--- src/rtl/ex_operand_stage.sv ---
// ID/EX pipeline register for the RISC-V core: captures decoded fields, interlocks on
// load-use hazards, and forwards EX/MEM and MEM/WB results into the ALU operands.
module ex_operand_stage #(
  parameter int DATA_WIDTH   = 32,
  parameter int ALU_OP_WIDTH = 4
) (
  input  logic                    clk,
  input  logic                    reset,
  input  logic                    id_valid,
  input  logic [4:0]              id_rs1,
  input  logic [4:0]              id_rs2,
  input  logic [4:0]              id_rd,
  input  logic [DATA_WIDTH-1:0]   id_rs1_data,
  input  logic [DATA_WIDTH-1:0]   id_rs2_data,
  input  logic [DATA_WIDTH-1:0]   id_imm,
  input  logic                    id_alu_src,
  input  logic [ALU_OP_WIDTH-1:0] id_alu_op,
  input  logic                    id_reg_write,
  input  logic                    id_mem_read,
  input  logic                    id_mem_write,
  input  logic                    stall,
  input  logic                    flush,
  input  logic                    exmem_reg_write,
  input  logic [4:0]              exmem_rd,
  input  logic [DATA_WIDTH-1:0]   exmem_result,
  input  logic                    memwb_reg_write,
  input  logic [4:0]              memwb_rd,
  input  logic [DATA_WIDTH-1:0]   memwb_result,
  output logic                    id_hold,
  output logic                    ex_valid,
  output logic [ALU_OP_WIDTH-1:0] alu_operation,
  output logic [DATA_WIDTH-1:0]   alu_in_1,
  output logic [DATA_WIDTH-1:0]   alu_in_2,
  output logic [DATA_WIDTH-1:0]   ex_store_data,
  output logic [4:0]              ex_rd,
  output logic                    ex_reg_write,
  output logic                    ex_mem_read,
  output logic                    ex_mem_write
);

  localparam logic [ALU_OP_WIDTH-1:0] FUNC_ZERO = '0;

  logic                           vld_p1;
  logic [4:0]                     rs1_p1;
  logic [4:0]                     rs2_p1;
  logic [4:0]                     rd_p1;
  logic signed [DATA_WIDTH-1:0]   rs1_data_p1;
  logic signed [DATA_WIDTH-1:0]   rs2_data_p1;
  logic signed [DATA_WIDTH-1:0]   imm_p1;
  logic                           alu_src_p1;
  logic [ALU_OP_WIDTH-1:0]        alu_op_p1;
  logic                           reg_write_p1;
  logic                           mem_read_p1;
  logic                           mem_write_p1;

  logic                           load_use;
  logic signed [DATA_WIDTH-1:0]   fwd_rs1;
  logic signed [DATA_WIDTH-1:0]   fwd_rs2;

  // EX/MEM is newer than MEM/WB, so it is checked first; x0 is never forwarded.
  function automatic logic signed [DATA_WIDTH-1:0] fwd_operand(
    input logic [4:0]                   src,
    input logic signed [DATA_WIDTH-1:0] reg_data,
    input logic                         em_wr,
    input logic [4:0]                   em_rd,
    input logic [DATA_WIDTH-1:0]        em_res,
    input logic                         mw_wr,
    input logic [4:0]                   mw_rd,
    input logic [DATA_WIDTH-1:0]        mw_res
  );
    if (em_wr && em_rd != 5'd0 && em_rd == src)
      return signed'(em_res);
    else if (mw_wr && mw_rd != 5'd0 && mw_rd == src)
      return signed'(mw_res);
    else
      return reg_data;
  endfunction

  // Conservative: an immediate-form consumer of rs2 still interlocks.
  assign load_use = vld_p1 & mem_read_p1 & (rd_p1 != 5'd0) & id_valid &
                    ((id_rs1 == rd_p1) | (id_rs2 == rd_p1));

  assign id_hold = (stall | load_use) & ~flush & ~reset;

  // ID -> EX register boundary
  always_ff @(posedge clk) begin
    if (reset || flush || (!stall && load_use)) begin
      vld_p1       <= 1'b0;
      rs1_p1       <= 5'd0;
      rs2_p1       <= 5'd0;
      rd_p1        <= 5'd0;
      rs1_data_p1  <= '0;
      rs2_data_p1  <= '0;
      imm_p1       <= '0;
      alu_src_p1   <= 1'b0;
      alu_op_p1    <= FUNC_ZERO;
      reg_write_p1 <= 1'b0;
      mem_read_p1  <= 1'b0;
      mem_write_p1 <= 1'b0;
    end else if (!stall) begin
      vld_p1       <= id_valid;
      rs1_p1       <= id_rs1;
      rs2_p1       <= id_rs2;
      rd_p1        <= id_rd;
      rs1_data_p1  <= signed'(id_rs1_data);
      rs2_data_p1  <= signed'(id_rs2_data);
      imm_p1       <= signed'(id_imm);
      alu_src_p1   <= id_valid & id_alu_src;
      alu_op_p1    <= id_valid ? id_alu_op : FUNC_ZERO;
      reg_write_p1 <= id_valid & id_reg_write;
      mem_read_p1  <= id_valid & id_mem_read;
      mem_write_p1 <= id_valid & id_mem_write;
    end
  end

  assign fwd_rs1 = fwd_operand(rs1_p1, rs1_data_p1, exmem_reg_write, exmem_rd, exmem_result,
                               memwb_reg_write, memwb_rd, memwb_result);
  assign fwd_rs2 = fwd_operand(rs2_p1, rs2_data_p1, exmem_reg_write, exmem_rd, exmem_result,
                               memwb_reg_write, memwb_rd, memwb_result);

  assign alu_in_1      = vld_p1 ? fwd_rs1 : '0;
  assign alu_in_2      = vld_p1 ? (alu_src_p1 ? imm_p1 : fwd_rs2) : '0;
  assign ex_store_data = vld_p1 ? fwd_rs2 : '0;
  assign alu_operation = alu_op_p1;
  assign ex_valid      = vld_p1;
  assign ex_rd         = rd_p1;
  assign ex_reg_write  = reg_write_p1;
  assign ex_mem_read   = mem_read_p1;
  assign ex_mem_write  = mem_write_p1;

endmodule

--- config.mk ---
export PLATFORM = sky130hd
export DESIGN_NAME = ex_operand_stage
export DESIGN_NICKNAME = d
export VERILOG_FILES = /design/src/rtl/ex_operand_stage.sv
export SDC_FILE = /design/constraint.sdc
export NUM_CORES = 1
export LEC_CHECK = 0
export CAP_MARGIN = 20
export CORE_AREA = 4 4 119 121
export DETAILED_ROUTE_END_ITERATION = 10
export DIE_AREA = 0 0 123 125
export DONT_BUFFER_PORTS = 1
export GPL_ROUTABILITY_DRIVEN = 0
export PLACE_DENSITY_LB_ADDON = 0.12
export SYNTH_ARGS = -nofsm -noshare
export SYNTH_HDL_FRONTEND = slang
export SYNTH_SLANG_ARGS = --single-unit
--- constraint.sdc ---
create_clock -name clk -period 5.8 [get_ports clk]
set_input_delay 1.16 -clock clk [delete_from_list [all_inputs] [get_ports clk]]
set_output_delay 1.16 -clock clk [all_outputs]
set_load 0.02 [all_outputs]
Word-level counts from Yosys, hierarchy flattened
Index checks and enable logic that the tools add are counted.
Operators by class
  eq/ne operators: 6
  mux-type cells: 9
  reduce and logical (&&, ||, !) cells: 13
  bitwise gates (word level): 14
Operator list (count)
  32-bit 2-to-1 mux: 8
  5-bit equality test: 6
  5-bit nonzero test: 3
  1-bit AND: 10
  1-bit logical AND: 7
  4-bit 2-to-1 mux: 1
  1-bit logical OR: 2
  1-bit NOT: 2
  1-bit bitwise OR: 2
  1-bit zero test: 1
Storage, ports and cells
  logic and storage cells: 54
  bits in registers: 120
  input bits: 200

Depth between registers and ports, before layout
Gate-level depths: netlist (run 1).
  word-level depth: 7
  gate-level depth with buffers: 7
  gate-level depth less buffers: 5

Worst setup path before layout (run 1)
OpenSTA, ideal clock, no wires.
  kind: input to output
  start: input memwb_rd[1]
  end: output ex_store_data[31]
  path slack: 1.820 ns
  required time: 4.640 ns
  arrival: 2.820 ns
  stages: 7
  cell sequence: or4_1 -> o21a_1 -> and4_1 -> buf_6 -> buf_8 -> mux2i_4 -> a21oi_1
Between the ends
  longest elaborated chain between the ends: 6
  elaborated cells between the ends (all ways): 7
  classes of those cells: eq/ne (1); mux (3); reduce/logical (3)
Ends and longest elaborated chain
  start, declared: line 27  | input logic [4:0] memwb_rd,
  5-bit nonzero test: line 73  | else if (mw_wr && mw_rd != 5'd0 && mw_rd == src)
  1-bit logical AND: line 73
  1-bit logical AND (*): line 73
  32-bit 2-to-1 mux (*): line 73
  32-bit 2-to-1 mux (*): line 71  | if (em_wr && em_rd != 5'd0 && em_rd == src)
  32-bit 2-to-1 mux (*): line 123  | assign ex_store_data = vld_p1 ? fwd_rs2 : '0;
  end, declared: line 34  | output logic [DATA_WIDTH-1:0] ex_store_data,
Every way passes the cells marked *; elsewhere a longest branch is shown, timed or not.

Final worst setup path (run 1)
  start: input exmem_rd[1]
  end: output alu_in_2[6]
Between the ends
  longest elaborated chain between the ends: 6
  elaborated cells between the ends (all ways): 7
  classes of those cells: eq/ne (1); mux (3); reduce/logical (3)
Ends and longest elaborated chain
  start, declared: line 24  | input logic [4:0] exmem_rd,
  5-bit nonzero test: line 71
  1-bit logical AND: line 71
  1-bit logical AND (*): line 71
  32-bit 2-to-1 mux (*): line 71
  32-bit 2-to-1 mux (*) (2 in series): line 122  | assign alu_in_2 = vld_p1 ? (alu_src_p1 ? imm_p1 : fwd_rs2) : '0;
  end, declared: line 33  | output logic [DATA_WIDTH-1:0] alu_in_2,
Marks and branches as above.

==> impl_metrics.sql, run 1 <==
INSERT INTO impl_metrics (metric_group, metric, value, unit) VALUES
('synthesis', 'synth.yosys.seq_area_share', '0.395', ''),
('cells_and_area', 'final_layout_size_suffix_gt1_frac', '0.0824', ''),
('synthesis', 'post-synth-top-area-fraction', '0.395', ''),
('cells_and_area', 'signed_area_change_from_the_synthesized_netlist_to_the_final_layout', '8.27', '%'),
('synthesis', 'ys.warnings.count', '0', ''),
('placement', 'dpl_worst_slack', '0.994', 'ns'),
('pwr', 'pwr_density_cell', '313', 'nW/um2'),
('cells_and_area', 'diodes', '0', ''),
('floorplanning', 'rows', '42', ''),
('clock_network', 'buffer_levels_on_the_longest_clock_path', '2', ''),
('worst_setup_path', 'ff_to_ff_end', 'alu_src_p1', ''),
('pwr', 'cellInternalPower', '1.61', 'mW'),
('routing', 'totalWireLength', '20800', 'um'),
('worst_setup_path', 'worstPathMaxFanout', '32', ''),
('placement', 'placedInstanceArea', '5990', 'um2'),
('routing', 'via_count', '5261', ''),
('clock_network', 'cts-root-buf', 'sky130_fd_sc_hd__clkbuf_16', ''),
('routing', 'drt_first_iter_violations', '358', ''),
('worst_setup_path', 'setup.worst_path.end', 'alu_in_2[6]', ''),
('pwr', 'total_power', '2.06', 'mW'),
('floorplanning', 'core_area', '13100', 'um2'),
('pwr', 'combPwrFrac', '0.060', ''),
('placement', 'placedCellCount', '742', ''),
('routing', 'first_pass_iters', '5', ''),
('timing', 'fin_crit_sh', '0.831', ''),
('timing', 'post-route-min-period', '4.82', 'ns'),
('timing', 'fin_hold_ws', '0.471', 'ns'),
('pwr', 'p_sw', '449', 'uW'),
('timing', 'slew_worst_pin', '1.11', 'ns'),
('timing', 'finalSetupViolations', '0', ''),
('floorplanning', 'pin_count', '310', ''),
('worst_setup_path', 'rr_worst_depth', '5', ''),
('floorplanning', 'die_height', '125', 'um'),
('placement', 'port_buffers', '0', ''),
('worst_setup_path', 'timing.critical_path.arrival', '3.66', 'ns'),
('synthesis', 'ys_top_cells_by_count', '120 x sky130_fd_sc_hd__dfxtp_1, 112 x sky130_fd_sc_hd__a22o_1, 65 x sky130_fd_sc_hd__o21ai_0, 64 x sky130_fd_sc_hd__a21oi_1, 63 x sky130_fd_sc_hd__mux2i_1', ''),
('pwr', 'portion_of_total_power_attributed_to_sequential_cells', '0.425', ''),
('worst_setup_path', 'cp-startpoint', 'exmem_rd[1]', ''),
('pwr', 'worst_ir_drop_vdd', '0.228', 'mV'),
('timing', 'fin_skew', '0.00695', 'ns'),
('grt', 'via_count_of_the_first_global_routing_pass', '5377', ''),
('timing', 'slew_headroom', '0.260', ''),
('clock_network', 'cts-htree-levels', '4', ''),
('timing', 'grt_setup_unrepaired', 'false', ''),
('clock_network', 'ctsHoldBuffers', '0', ''),
('worst_setup_path', 'critical_path_required', '4.64', 'ns'),
('worst_setup_path', 'r2r_slack', '2.81', 'ns'),
('cells_and_area', 'stdcell_count', '771', ''),
('timing', 'hold_violations', '0', ''),
('grt', 'grt_antenna_before_repair', '0', ''),
('synthesis', 'ys_dominant_reg_cell', 'sky130_fd_sc_hd__dfxtp_1', ''),
('routing', 'drt_drc_violations_left', '0', ''),
('routing', 'antenna_violating_nets_post_route', '0', ''),
('clock_network', 'cts_tree', 'done', ''),
('run', 'max_cap_viols', '0', ''),
('timing', 'tns', '0', 'ns'),
('grt', 'wire_length_of_the_first_global_routing_pass', '30700', 'um'),
('worst_setup_path', 'criticalPathCategory', 'in2out', ''),
('synthesis', 'yosysMostFrequentCell', 'sky130_fd_sc_hd__dfxtp_1', ''),
('floorplanning', 'die_width', '123', 'um'),
('synthesis', 'synth_seq_cells', '120', ''),
('timing', 'maxClockFrequency', '208', 'MHz'),
('clock_network', 'cts_repair_resize_count', '0', ''),
('timing', 'report.final.slew_viol_count', '0', ''),
('placement', 'detailed_place_hpwl', '14400', 'um'),
('outcome', 'status', 'complete, no violations', ''),
('synthesis', 'yosysUniqueCellTypes', '33', ''),
('pwr', 'clkPwrFrac', '0.515', ''),
('cells_and_area', 'post-route-util', '0.503', ''),
('worst_setup_path', 'cp-start-kind', 'primary input', ''),
('synthesis', 'synthesis.area_per_instance', '9.70', 'um2');
[power groups by stage]
stage               Combinational, mW  Sequential (mW)  Clock, mW
global placement                0.119            0.891          0
global route                    0.134            0.877       1.12
floorplan                       0.107            0.885          0
finish                          0.124            0.875       1.06
detailed placement              0.123            0.891          0
CTS                             0.123            0.874       1.08
[cells by family after synthesis]
family,synth area share
simple gates,0.0255
mux,0.107
buf+inv,0.0687
xor+xnor,0.0432
compound gates,0.360
flops,0.395
[cell usage in the layout, fill, tap and decap left out, drive strengths merged]
cell / n
a22o: 112
a21oi: 64
mux2i: 64
buf: 9
and4: 2
clkinv: 4
or4: 5
bufinv: 4
o211ai: 1
o21a: 3
nor4: 1
clkbuf: 19
a22oi: 1
and2: 2
xnor2: 11
nor3: 5
nand3: 3
xor2: 19
a32o: 8
nor2b: 1
nand2: 3
o2111ai: 1
a32oi: 31
dfxtp: 120
clkinvlp: 2
o21ai: 96
nor2: 4
[worst max-delay path, stage by stage]
cell	delay [ns]
sky130_fd_sc_hd__or4_1	0.53
sky130_fd_sc_hd__o21ai_2	0.21
sky130_fd_sc_hd__or4_2	0.50
sky130_fd_sc_hd__nand2_2	0.61
sky130_fd_sc_hd__o21ai_1	0.62
[sequential cells by signal, indices dropped and copies added (netlist names)]
signal / count
imm_p1: 32
rs1_data_p1: 32
rs2_data_p1: 32
ex_rd: 5
rs1_p1: 5
rs2_p1: 5
alu_operation: 4
alu_src_p1: 1
ex_mem_read: 1
ex_mem_write: 1
ex_reg_write: 1
ex_valid: 1
[area by class of cell]
| cell class | count | area, um2 |
|---|---|---|
| clock inverters | 10 | 155 |
| multi-input cells | 437 | 3290 |
| repair buffers | 9 | 80.1 |
| flip-flops and latches | 120 | 2400 |
| fillers | 1209 | 6500 |
| clock buffers | 19 | 433 |
| well taps | 176 | 220 |
[worst min path at each step]
stage | from | endpoint | slack [ns]
2_1_floorplan | rs1_data_p1[0] | rs1_data_p1[0] | 0.44
3_3_place_gp | rs2_data_p1[4] | rs2_data_p1[4] | 0.46
3_5_place_dp | imm_p1[30] | imm_p1[30] | 0.46
4_1_cts | rs1_data_p1[25] | rs1_data_p1[25] | 0.47
5_1_grt | rs2_data_p1[22] | rs2_data_p1[22] | 0.48
6_report | imm_p1[22] | imm_p1[22] | 0.47
[routing by layer]
layer / track usage / routed length, um / vias up
li1: - / - / 2360
met2: 0.428 / 10100 / 321
met5: 0 / 0 / -
met3: 0.0858 / 2120 / 50
met1: 0.294 / 7960 / 2530
met4: 0.117 / 645 / 0
(Power assumes the default switching activity.)
==> run 2, diff against run 1 <==
Clock period 5.8 ns to 4.2 ns, I/O delays scaled along.
==> run 2 against run 1 <==
Critical endpoint is now alu_in_2[2]. Largest cell class unchanged. Utilization up 3.2 points. Die area unchanged. Flip-flop and latch count unchanged. Critical path type unchanged. Critical path depth is 2 higher. Final area up 6.3%.
==> impl_metrics.sql, run 2 (synthesis results as in run 1) <==
INSERT INTO impl_metrics (metric_group, metric, value, unit) VALUES
('outcome', 'status', 'complete, no violations', ''),
('cells_and_area', 'multiInputGateArea', '3290', 'um2'),
('worst_setup_path', 'ff_to_ff_end', 'rs2_p1[2]', ''),
('timing', 'report.final.slew_viol_count', '0', ''),
('timing', 'fin_crit_sh', '0.899', ''),
('timing', 'grt_setup_unrepaired', 'false', ''),
('cells_and_area', 'signed_area_change_from_the_synthesized_netlist_to_the_final_layout', '15.1', '%'),
('cells_and_area', 'layout_commonest_cell', 'sky130_fd_sc_hd__dfxtp_1', ''),
('floorplanning', 'fp.dieArea', '15400', 'um2'),
('cells_and_area', 'reg.largest.list', 'imm_p1: 32 flops, rs1_data_p1: 32 flops, rs2_data_p1: 32 flops', ''),
('grt', 'use_met3', '0.0962', ''),
('placement', 'detailed_place_hpwl', '15000', 'um'),
('floorplanning', 'rows', '42', ''),
('cells_and_area', 'nets', '825', ''),
('floorplanning', 'start_util', '0.465', ''),
('placement', 'placedInstanceArea', '6320', 'um2'),
('cells_and_area', 'layout.cells.most_common_list', '119 x sky130_fd_sc_hd__dfxtp_1, 112 x sky130_fd_sc_hd__a22o_1, 65 x sky130_fd_sc_hd__o21ai_0, 64 x sky130_fd_sc_hd__a21oi_1, 63 x sky130_fd_sc_hd__mux2i_1', ''),
('clock_network', 'cts_repair_resize_count', '0', ''),
('routing', 'avgRoutedWirePerCell', '25.7', 'um'),
('floorplanning', 'core_area', '13100', 'um2'),
('pwr', 'p_leak', '2.33', 'nW'),
('floorplanning', 'pin_count', '310', ''),
('grt', 'global_route.usage.met1', '0.287', ''),
('clock_network', 'clock_sink_count', '120', ''),
('worst_setup_path', 'timing.critical_path.arrival', '2.93', 'ns'),
('cells_and_area', 'diodes', '0', ''),
('run', 'max_cap_viols', '0', ''),
('worst_setup_path', 'r2r_slack', '1.52', 'ns'),
('grt', 'grt.total_usage', '0.253', ''),
('worst_setup_path', 'criticalPathCategory', 'in2out', ''),
('routing', 'vias_per_cell', '6.52', ''),
('grt', 'top_usage_layer', 'met2', ''),
('worst_setup_path', 'reg_to_reg_start', 'ex_valid', ''),
('routing', 'via_count', '5302', ''),
('pwr', 'worst_ir_drop_vdd', '0.322', 'mV'),
('worst_hold_path', 'hold_depth', '1', ''),
('grt', 'grt_overflow_total', '0', ''),
('grt', 'grt_antenna_before_repair', '1', ''),
('clock_network', 'cts-root-buf', 'sky130_fd_sc_hd__clkbuf_16', ''),
('timing', 'tns', '0', 'ns'),
('timing', 'maxClockFrequency', '265', 'MHz'),
('clock_network', 'postCtsSetupBuffers', '0', ''),
('timing', 'fin_skew', '0.00875', 'ns'),
('worst_setup_path', 'worstPathMaxFanout', '20', ''),
('worst_hold_path', 'worst_hold_startpoint', 'rs1_data_p1[21]', ''),
('cells_and_area', 'area.sequential', '2400', 'um2'),
('routing', 'drt_first_iter_violations', '362', ''),
('routing', 'totalWireLength', '20900', 'um'),
('routing', 'antenna_violating_nets_post_route', '0', ''),
('worst_setup_path', 'worst_setup_end_kind', 'primary output', ''),
('worst_hold_path', 'hold-path-endpoint', 'rs1_data_p1[21]', ''),
('cells_and_area', 'n_fill_cell', '1147', ''),
('cells_and_area', 'final_layout_size_suffix_gt1_frac', '0.146', ''),
('grt', 'wire_length_of_the_first_global_routing_pass', '30300', 'um'),
('clock_network', 'ctsHoldBuffers', '0', ''),
('grt', 'grt_util_met2', '0.426', ''),
('timing', 'hold_violations', '0', ''),
('floorplanning', 'die_width', '123', 'um'),
('clock_network', 'cts_bufs_inserted', '17', ''),
('cells_and_area', 'finalInstanceArea', '7000', 'um2'),
('routing', 'first_pass_iters', '5', ''),
('routing', 'drt_drc_violations_left', '0', ''),
('clock_network', 'cts-htree-levels', '4', ''),
('worst_setup_path', 'cp-start-kind', 'primary input', ''),
('floorplanning', 'die_height', '125', 'um'),
('worst_setup_path', 'critical_path_required', '3.36', 'ns'),
('timing', 'finalSetupViolations', '0', ''),
('grt', 'via_count_of_the_first_global_routing_pass', '5271', ''),
('pwr', 'pwr_density_cell', '424', 'nW/um2'),
('clock_network', 'clock_latency_late_sink', '0.40', 'ns'),
('grt', 'grt_start_max_net_pins', '72', ''),
('worst_hold_path', 'min-delay-path-class', 'reg2reg', ''),
('clock_network', 'clk_transition_reported_paths', '0.05', 'ns'),
('clock_network', 'cts_tree', 'done', ''),
('clock_network', 'buffer_levels_on_the_longest_clock_path', '2', ''),
('placement', 'port_buffers', '0', ''),
('timing', 'post-route-min-period', '3.77', 'ns'),
('timing', 'slew_worst_pin', '0.820', 'ns'),
('worst_setup_path', 'rr_worst_depth', '5', ''),
('timing', 'slew_headroom', '0.453', '');
## run 2: routing by layer
metal / share of wire / routed length [um] / vias to the layer above
li1: - / - / 2447
met1: 0.37 / 7810 / 2486
met2: 0.49 / 10200 / 319
met3: 0.11 / 2270 / 48
met4: 0.026 / 536 / 2
met5: 0.00043 / 9 / -
## run 2: where the power goes
group | total (mW) | switching, mW | internal, mW
logic | 0.173 | 0.0981 | 0.0752
clock network | 1.58 | 0.526 | 1.06
registers | 1.21 | 0.0344 | 1.18
total | 2.97 | 0.658 | 2.31
## run 2: worst max-delay path, stage by stage
cell and delay [ns]:
sky130_fd_sc_hd__or4_1 0.54, sky130_fd_sc_hd__o21ai_2 0.22, sky130_fd_sc_hd__or4_2 0.41, sky130_fd_sc_hd__nand2_2 0.32, sky130_fd_sc_hd__buf_12 0.26, sky130_fd_sc_hd__o21ai_1 0.15, sky130_fd_sc_hd__buf_4 0.17
## run 2: area by class of cell
cell class              count  share of cell area
flip-flops and latches    120               0.344
well taps                 176              0.0315
clock inverters            14              0.0318
repair buffers             49              0.0621
multi-input cells         437               0.470
clock buffers              17              0.0608
## run 2: worst max path at each step
| stage | from | to | slack [ns] | cells after the start |
|---|---|---|---|---|
| 2_1_floorplan | memwb_rd[1] | ex_store_data[31] | 0.86 | 7 |
| 3_3_place_gp | memwb_rd[3] | ex_store_data[5] | 0.38 | 5 |
| 6_report | exmem_rd[1] | alu_in_2[2] | 0.43 | 7 |
| 3_5_place_dp | memwb_rd[3] | ex_store_data[5] | 0.32 | 5 |
| 4_1_cts | memwb_rd[3] | ex_store_data[5] | 0.30 | 5 |
| 5_1_grt | exmem_rd[1] | alu_in_2[2] | 0.25 | 7 |
## run 2: per-stage QoR
stage           util  cells  power, mW  worst slack, ns  hold WS, ns
2_1_floorplan      -    627       1.37            0.860        0.441
3_3_place_gp   0.483    780       1.40            0.376        0.456
3_5_place_dp   0.483    780       1.41            0.321        0.454
4_1_cts        0.532    811       2.99            0.298        0.473
5_1_grt        0.535    813       3.07            0.247        0.489
6_report       0.535    813       2.97            0.426        0.474
==> run 3, diff against run 2 <==
Settings changed: ABC_CLOCK_PERIOD_IN_PS set to 4200.
==> results of run 3 <==
The final DEF is identical to that of run 2; final timing and power are the same.
